$ cat src/rtl/sram_arbiter.sv
// ============================================================================
// Module      : sram_arbiter
// Description : Three-port arbiter and SETUP/ACCESS/HOLD sequencer for an 8-bit
//               asynchronous SRAM. Optional CPU/DMA round-robin: SRAM_ARB_ROUND_ROBIN_EN
// Revision    : 1.0 - initial release
// ============================================================================
`default_nettype none

module sram_arbiter #(
    parameter int ADDR_W        = 21,
    parameter int ACCESS_CYCLES = 2
) (
    input  logic              clk_chipset,
    input  logic              reset_n,
    input  logic              vid_req,
    input  logic              cpu_req,
    input  logic              dma_req,
    input  logic [ADDR_W-1:0] vid_addr,
    input  logic [ADDR_W-1:0] cpu_addr,
    input  logic [ADDR_W-1:0] dma_addr,
    input  logic              cpu_we,
    input  logic              dma_we,
    input  logic [7:0]        cpu_wdata,
    input  logic [7:0]        dma_wdata,
    output logic              vid_ack,
    output logic              cpu_ack,
    output logic              dma_ack,
    output logic [7:0]        rdata,
    output logic [ADDR_W-1:0] sram_addr,
    output logic [7:0]        sram_dq_o,
    output logic              sram_dq_oe,
    input  logic [7:0]        sram_dq_i,
    output logic              sram_we_n
);

    typedef enum logic [1:0] {
        IDLE   = 2'd0,
        SETUP  = 2'd1,
        ACCESS = 2'd2,
        HOLD   = 2'd3
    } state_t;

    localparam logic [1:0] C_ID_VID   = 2'd0;
    localparam logic [1:0] C_ID_CPU   = 2'd1;
    localparam logic [1:0] C_ID_DMA   = 2'd2;
    localparam logic [3:0] C_CNT_LOAD = 4'(ACCESS_CYCLES - 1);

    state_t              r_state;
    state_t              w_state_nxt;
    logic [3:0]          r_cnt;
    logic [1:0]          r_id;
    logic [ADDR_W-1:0]   r_addr;
    logic                r_we;
    logic [7:0]          r_wdata;

    logic                w_gnt_valid;
    logic                w_pick_dma;
    logic [1:0]          w_gnt_id;
    logic [ADDR_W-1:0]   w_gnt_addr;
    logic                w_gnt_we;
    logic [7:0]          w_gnt_wdata;
    logic                w_we_nxt;

`ifdef SRAM_ARB_ROUND_ROBIN_EN
    // Set when DMA holds the round-robin turn; CPU holds it out of reset.
    logic                r_rr_dma;

    assign w_pick_dma = dma_req && (!cpu_req || r_rr_dma);
`else
    assign w_pick_dma = dma_req && !cpu_req;
`endif

    assign w_gnt_valid = vid_req || cpu_req || dma_req;

    always_comb begin
        w_gnt_id    = C_ID_VID;
        w_gnt_addr  = vid_addr;
        w_gnt_we    = 1'b0;
        w_gnt_wdata = 8'h00;
        if (vid_req) begin
            w_gnt_id    = C_ID_VID;
            w_gnt_addr  = vid_addr;
        end else if (w_pick_dma) begin
            w_gnt_id    = C_ID_DMA;
            w_gnt_addr  = dma_addr;
            w_gnt_we    = dma_we;
            w_gnt_wdata = dma_wdata;
        end else if (cpu_req) begin
            w_gnt_id    = C_ID_CPU;
            w_gnt_addr  = cpu_addr;
            w_gnt_we    = cpu_we;
            w_gnt_wdata = cpu_wdata;
        end
    end

    always_comb begin
        w_state_nxt = r_state;
        case (r_state)
            IDLE:    if (w_gnt_valid) w_state_nxt = SETUP;
            SETUP:   w_state_nxt = ACCESS;
            ACCESS:  if (r_cnt == 4'd0) w_state_nxt = HOLD;
            HOLD:    w_state_nxt = IDLE;
            default: w_state_nxt = IDLE;
        endcase
    end

    // Strobes are registered from the next state so the SRAM pins never glitch.
    assign w_we_nxt  = (r_state == IDLE) ? w_gnt_we : r_we;
    assign sram_addr = r_addr;
    assign sram_dq_o = r_wdata;

    always_ff @(posedge clk_chipset) begin
        if (!reset_n) begin
            r_state    <= IDLE;
            r_cnt      <= 4'd0;
            r_id       <= C_ID_VID;
            r_addr     <= '0;
            r_we       <= 1'b0;
            r_wdata    <= 8'h00;
            rdata      <= 8'h00;
            sram_we_n  <= 1'b1;
            sram_dq_oe <= 1'b0;
            vid_ack    <= 1'b0;
            cpu_ack    <= 1'b0;
            dma_ack    <= 1'b0;
        end else begin
            r_state <= w_state_nxt;
            if (r_state == IDLE && w_gnt_valid) begin
                r_id    <= w_gnt_id;
                r_addr  <= w_gnt_addr;
                r_we    <= w_gnt_we;
                r_wdata <= w_gnt_wdata;
            end
            if (r_state == SETUP) begin
                r_cnt <= C_CNT_LOAD;
            end else if (r_state == ACCESS && r_cnt != 4'd0) begin
                r_cnt <= r_cnt - 4'd1;
            end
            if (r_state == ACCESS && r_cnt == 4'd0 && !r_we) begin
                rdata <= sram_dq_i;
            end
            sram_we_n  <= !((w_state_nxt == ACCESS) && w_we_nxt);
            sram_dq_oe <= (w_state_nxt != IDLE) && w_we_nxt;
            vid_ack    <= (w_state_nxt == HOLD) && (r_id == C_ID_VID);
            cpu_ack    <= (w_state_nxt == HOLD) && (r_id == C_ID_CPU);
            dma_ack    <= (w_state_nxt == HOLD) && (r_id == C_ID_DMA);
        end
    end

`ifdef SRAM_ARB_ROUND_ROBIN_EN
    always_ff @(posedge clk_chipset) begin
        if (!reset_n) begin
            r_rr_dma <= 1'b0;
        end else if (r_state == IDLE && !vid_req && (cpu_req || dma_req)) begin
            r_rr_dma <= (w_gnt_id == C_ID_CPU);
        end
    end
`endif

endmodule

`default_nettype wire

$ cat config.mk
export PLATFORM = sky130hd
export DESIGN_NAME = sram_arbiter
export DESIGN_NICKNAME = d
export VERILOG_FILES = /design/src/rtl/sram_arbiter.sv
export SDC_FILE = /design/constraint.sdc
export NUM_CORES = 1
export LEC_CHECK = 0
export BUFFER_PORTS_ARGS = -buffer_cell sky130_fd_sc_hd__buf_2
export CORE_MARGIN = 2
export CORE_UTILIZATION = 45
export DETAILED_ROUTE_END_ITERATION = 12
export PLACE_DENSITY = 0.85
export SYNTH_ARGS = -nofsm -noshare
export SYNTH_HDL_FRONTEND = slang
export SYNTH_SLANG_ARGS = --single-unit
$ cat constraint.sdc
create_clock -name clk_chipset -period 2.32 [get_ports clk_chipset]
set_input_delay 0.348 -clock clk_chipset [delete_from_list [all_inputs] [get_ports clk_chipset]]
set_output_delay 0.348 -clock clk_chipset [all_outputs]
set_load 0.05 [all_outputs]
After elaboration in Yosys (flattened, before gate mapping)
Cells that the tools add are included.
Operators by class
  add/subtract/negate cells: 1
  bitwise logic cells: 1
  eq/ne operators: 7
  multiplexer cells: 18
  reduce and logical (&&, ||, !) cells: 22
Operators by type and width (number)
  two-way mux 21 bit: 3
  two-way mux 8 bit: 3
  equality test 2 bit (second input constant): 5
  logical AND 1 bit: 10
  two-way mux 2 bit: 4
  case mux 2 bit (4 select lines): 1
  two-way mux 1 bit: 7
  equality test 2 x 1 -> 1 bit (second input constant): 2
  logical NOT 2 bit: 2
  logical NOT 4 bit: 1
  nonzero test 2 bit: 2
  nonzero test 4 bit: 1
  subtractor 4 x 1 -> 4 bit (second input constant): 1
  logical NOT 1 bit: 3
  logical OR 1 bit: 2
  OR reduction 2 bit: 1
  NOT 1 bit: 1
Word-level totals
  input port bits: 94
  bits in registers: 51
  logic and storage cells: 62
  output and inout bits: 42

Depth between registers and ports, before layout
  depth in word-level cells: 7
  mapped depth: 8
  gate-level depth less buffers: 5

Least setup slack after synthesis
Ideal clock, no wire load.
  path kind: flip-flop to flip-flop
  start point: register r_state[0]
  end point: register sram_we_n
  cell stages (with the launch flop): 7
  arrival time: 1.528 ns
  period minus slack after synthesis: 1.655 ns
  path buffers: 1
  data required time: 2.193 ns
  setup slack: 0.665 ns
  library setup time: 0.127 ns
  cell sequence: dfxtp_1 > inv_1 > ha_1 > clkbuf_1 > or2_2 > o221ai_4 > or3b_1
Between the ends
  longest elaborated chain between the ends: 5
  elaborated cells between the ends (all ways): 11
  classes of those cells: eq/ne (4); mux (4); reduce/logical (3)
RTL lines
  from (decl): line 48  | state_t r_state;
  from (signal assigned): line 127  | r_state <= w_state_nxt;
  equality test 2 bit (tied with other cells): line 98  | case (r_state)
  case mux 2 bit (4 select lines): line 98
  equality test 2 bit: line 142  | sram_we_n <= !((w_state_nxt == ACCESS) && w_we_nxt);
  logical AND 1 bit (*): line 142
  logical NOT 1 bit (*): line 142
  to (signal assigned): line 142
  to (decl): line 33  | output logic sram_we_n
Every way passes the cells marked *; elsewhere a longest branch is shown, timed or not.
A chain may end at the register's enable or synchronous reset.

Worst setup path in the final report
  start point: register r_state[0]
  end point: register sram_dq_oe
Between the ends
  longest elaborated chain between the ends: 4
  elaborated cells between the ends (all ways): 10
  classes of those cells: eq/ne (3); mux (4); reduce/logical (3)
RTL lines
  equality test 2 bit (tied with other cells): line 98
  case mux 2 bit (4 select lines): line 98
  nonzero test 2 bit: line 143  | sram_dq_oe <= (w_state_nxt != IDLE) && w_we_nxt;
  logical AND 1 bit (*): line 143
  to (signal assigned): line 143
  to (decl): line 31  | output logic sram_dq_oe,
Marked as above.

==> impl_metrics.toml <==
[final_layout]
design_area_mm2 = 0.00337
postLayoutCoreUtil_pct = 61.2
antenna_cells = 0
fin_nets = 518
area_delta_synth_final_pct = 31.2
drive_gt1_share_pct = 37.3

[cts]
cts-htree-levels = 2
clk_pin_slew_worst_paths_ns = 0.08
ctsHoldBuffers = 0
post_cts.repair.setup_buffers = 0
cts.sinks = 51
cts_tree = "built"
cts_buffers = 5
clock_latency_ns = 0.30
cts_resized = 0
clock_tree.root_cell = "clkbuf_8"
clk_path_buf_depth = 2

[global_route]
grt_pass1_vias = 2538
grt_max_degree = 29
track_usage_pct = 22.6
grt_first_pass_wirelength_um = 11300
grt.overflow.total = 0
grt_antenna_before_repair = 0

[die]
row_count = 27
fp.dieW_um = 79.6
initial_utilization_pct = 46.7
io_pins = 136
die_h_um = 79.6
core-area_mm2 = 0.00551
dieArea_mm2 = 0.00633

[routing]
totalWireLength_um = 7140
route.detailed.drc = 0
via_per_inst = 5.54
drtPass1Iterations = 4
drtAntennaViolNets = 0
avgRoutedWirePerCell_um = 14.6
first_iter_violations = 160
dr_total_vias = 2714

[sta]
drv_slew = 0
relSlewSlack_pct = 61.3
hold_violations = 0
worst_clock_skew_ns = 0.00256
rsz0062_at_grt = "no"
max_freq_ghz = 0.490
tns_ns = 0
min_period_ns = 2.04
setup_violations = 0
worstMarginPinSlew_ns = 0.578
fin_crit_sh_pct = 88.0
whs_ns = 0.270
worst_slack_ns = 0.279

[synthesis]
yosysTopAreaCell = "dfxtp_1"
synth_area_leaders = "dfxtp_1 40%, a21oi_1 7.6%, nor4bb_1 6.6%"
synth_top_area_share_pct = 39.7
ys_types = 46
seq_area_frac_synth_pct = 39.7
yosysWarningCount = 0
synth.cell_area_mm2 = 0.00257
synth_nets = 394
synth_edf_count = 0
synth-main-ff-cell = "dfxtp_1"
synthArstFlopShare_pct = 0
avgSynthCellArea_um2 = 8.71
syn_inst = 295
synth_seq_cells = 51

[place]
port_buffers = 135
gp_congestion = 0.763
hpwl_um = 5240
post-place-ws_ns = 0.299
placedInstanceArea_mm2 = 0.00330

[critical_path]
critPathMaxStageDelay_ns = 0.51
worstSetupEndpointType = "register"
worstSetupStartpointType = "register"
crit_type = "register to register"
crit_fanout = 16
cp_data_required_time_ns = 2.49
arrival_ns = 2.21
path_cells = "inv_1, ha_1, nor4bb_1, a221oi_1, a2111oi_0"
slowest_stage = "ha_1"

[power_and_ir_drop]
peakVddDrop_mv = 0.479
powerDensity_mw_per_mm2 = 1090
power_leakage_nw = 1.58

[job]
max-cap-violations = 0

[status]
outcome = "finished, final reports clean"

[hold_path]
hold_path.class = "primary input to register"
where the power goes:
| group | switching [mW] | internal (mW) |
|---|---|---|
| logic | 1.38 | 0.607 |
| registers | 0.117 | 1.09 |
| clock network | 0.260 | 0.201 |
placed cells by master, fill, tap and decap left out, types with 2 or more instances in the layout:
| cell | count |
|---|---|
| buf_2 | 135 |
| nand2_1 | 9 |
| a21o_1 | 5 |
| and2_1 | 17 |
| nor4_1 | 2 |
| inv_1 | 10 |
| a21oi_1 | 39 |
| nand2b_1 | 3 |
| and3_1 | 9 |
| a221o_1 | 8 |
| dfxtp_1 | 51 |
| o21ai_0 | 31 |
| nor4bb_1 | 17 |
| nand3b_1 | 6 |
| clkbuf_8 | 5 |
| a22oi_1 | 16 |
| or2_2 | 2 |
| nand3_1 | 8 |
| o31a_1 | 2 |
| nor2_1 | 7 |
| ha_1 | 5 |
| buf_4 | 9 |
layer usage:
metal	global-route usage, %	part of all wire [%]
met2	39.1	50
met5	0	0
met3	4.52	6.0
met4	7.93	1.4
met1	27.7	42
path summary, 6_finish.rpt:
check / endpoint / slack [ns] / from / cells past startpoint
max: sram_dq_oe / 0.28 / r_state[0] / 5
min: sram_dq_o[0] / 0.27 / dma_wdata[0] / 2
max reg2reg: sram_dq_oe / 0.28 / r_state[0] / 5
min reg2reg: rdata[5] / 0.48 / rdata[5] / 2
registers in the layout, summed over array words and instances (netlist names):
name,flops
r_state,2
r_id,2
rdata,8
sram_addr,21
sram_dq_oe,1
sram_dq_o,8
r_we,1
sram_we_n,1
vid_ack,1
r_cnt,4
dma_ack,1
cpu_ack,1
metrics by stage:
stage | power, mW | instances
2_1_floorplan | 2.70 | 295
3_3_place_gp | 3.16 | 484
3_5_place_dp | 3.21 | 484
4_1_cts | 3.68 | 490
5_1_grt | 3.91 | 490
6_report | 3.66 | 490
cell type report:
class | instances | area, um^2
Timing Repair Buffer | 144 | 743
Multi-Input combinational cell | 207 | 1410
Clock buffer | 6 | 72.6
Inverter | 10 | 37.5
Sequential cell | 51 | 1020
Tap cell | 72 | 90.1
Fill cell | 500 | 2140
Yosys cell counts, types with 3 or more instances:
cell      instances
o21ai_0          31
and3_1            9
inv_1            10
a21oi_1          39
nand3b_1          6
a221o_1           8
a22oi_1          16
and2_1           17
nor4bb_1         17
nand2b_1          3
buf_2             4
dfxtp_1          51
a21o_1            5
nor2_1            7
nand2_1           9
ha_1              5
nand3_1           8
clkbuf_1         18
critical path: cells and delay by family, from the launching register on:
| kind | cells | cell delay (ns) |
|---|---|---|
| adder cells (fa/ha/maj) | 1 | 0.51 |
| AND/OR/NAND/NOR | 1 | 0.40 |
| buffers and inverters | 1 | 0.10 |
| flip-flops | 1 | 0.34 |
| AO/OA/AOI/OAI | 2 | 0.55 |
kinds of logic (layout without fill, tap and decap cells):
logic type	count (synthesis)	in the layout	synth area share [%]
AO/OA/AOI/OAI	112	112	27.8
AND/OR/NAND/NOR	89	89	23.7
buffers and inverters	37	160	6.09
flip-flops	51	51	39.7
adder cells (fa/ha/maj)	5	5	2.43
XOR/XNOR	1	1	0.341
No activity file was read; power rests on OpenSTA's default activity.
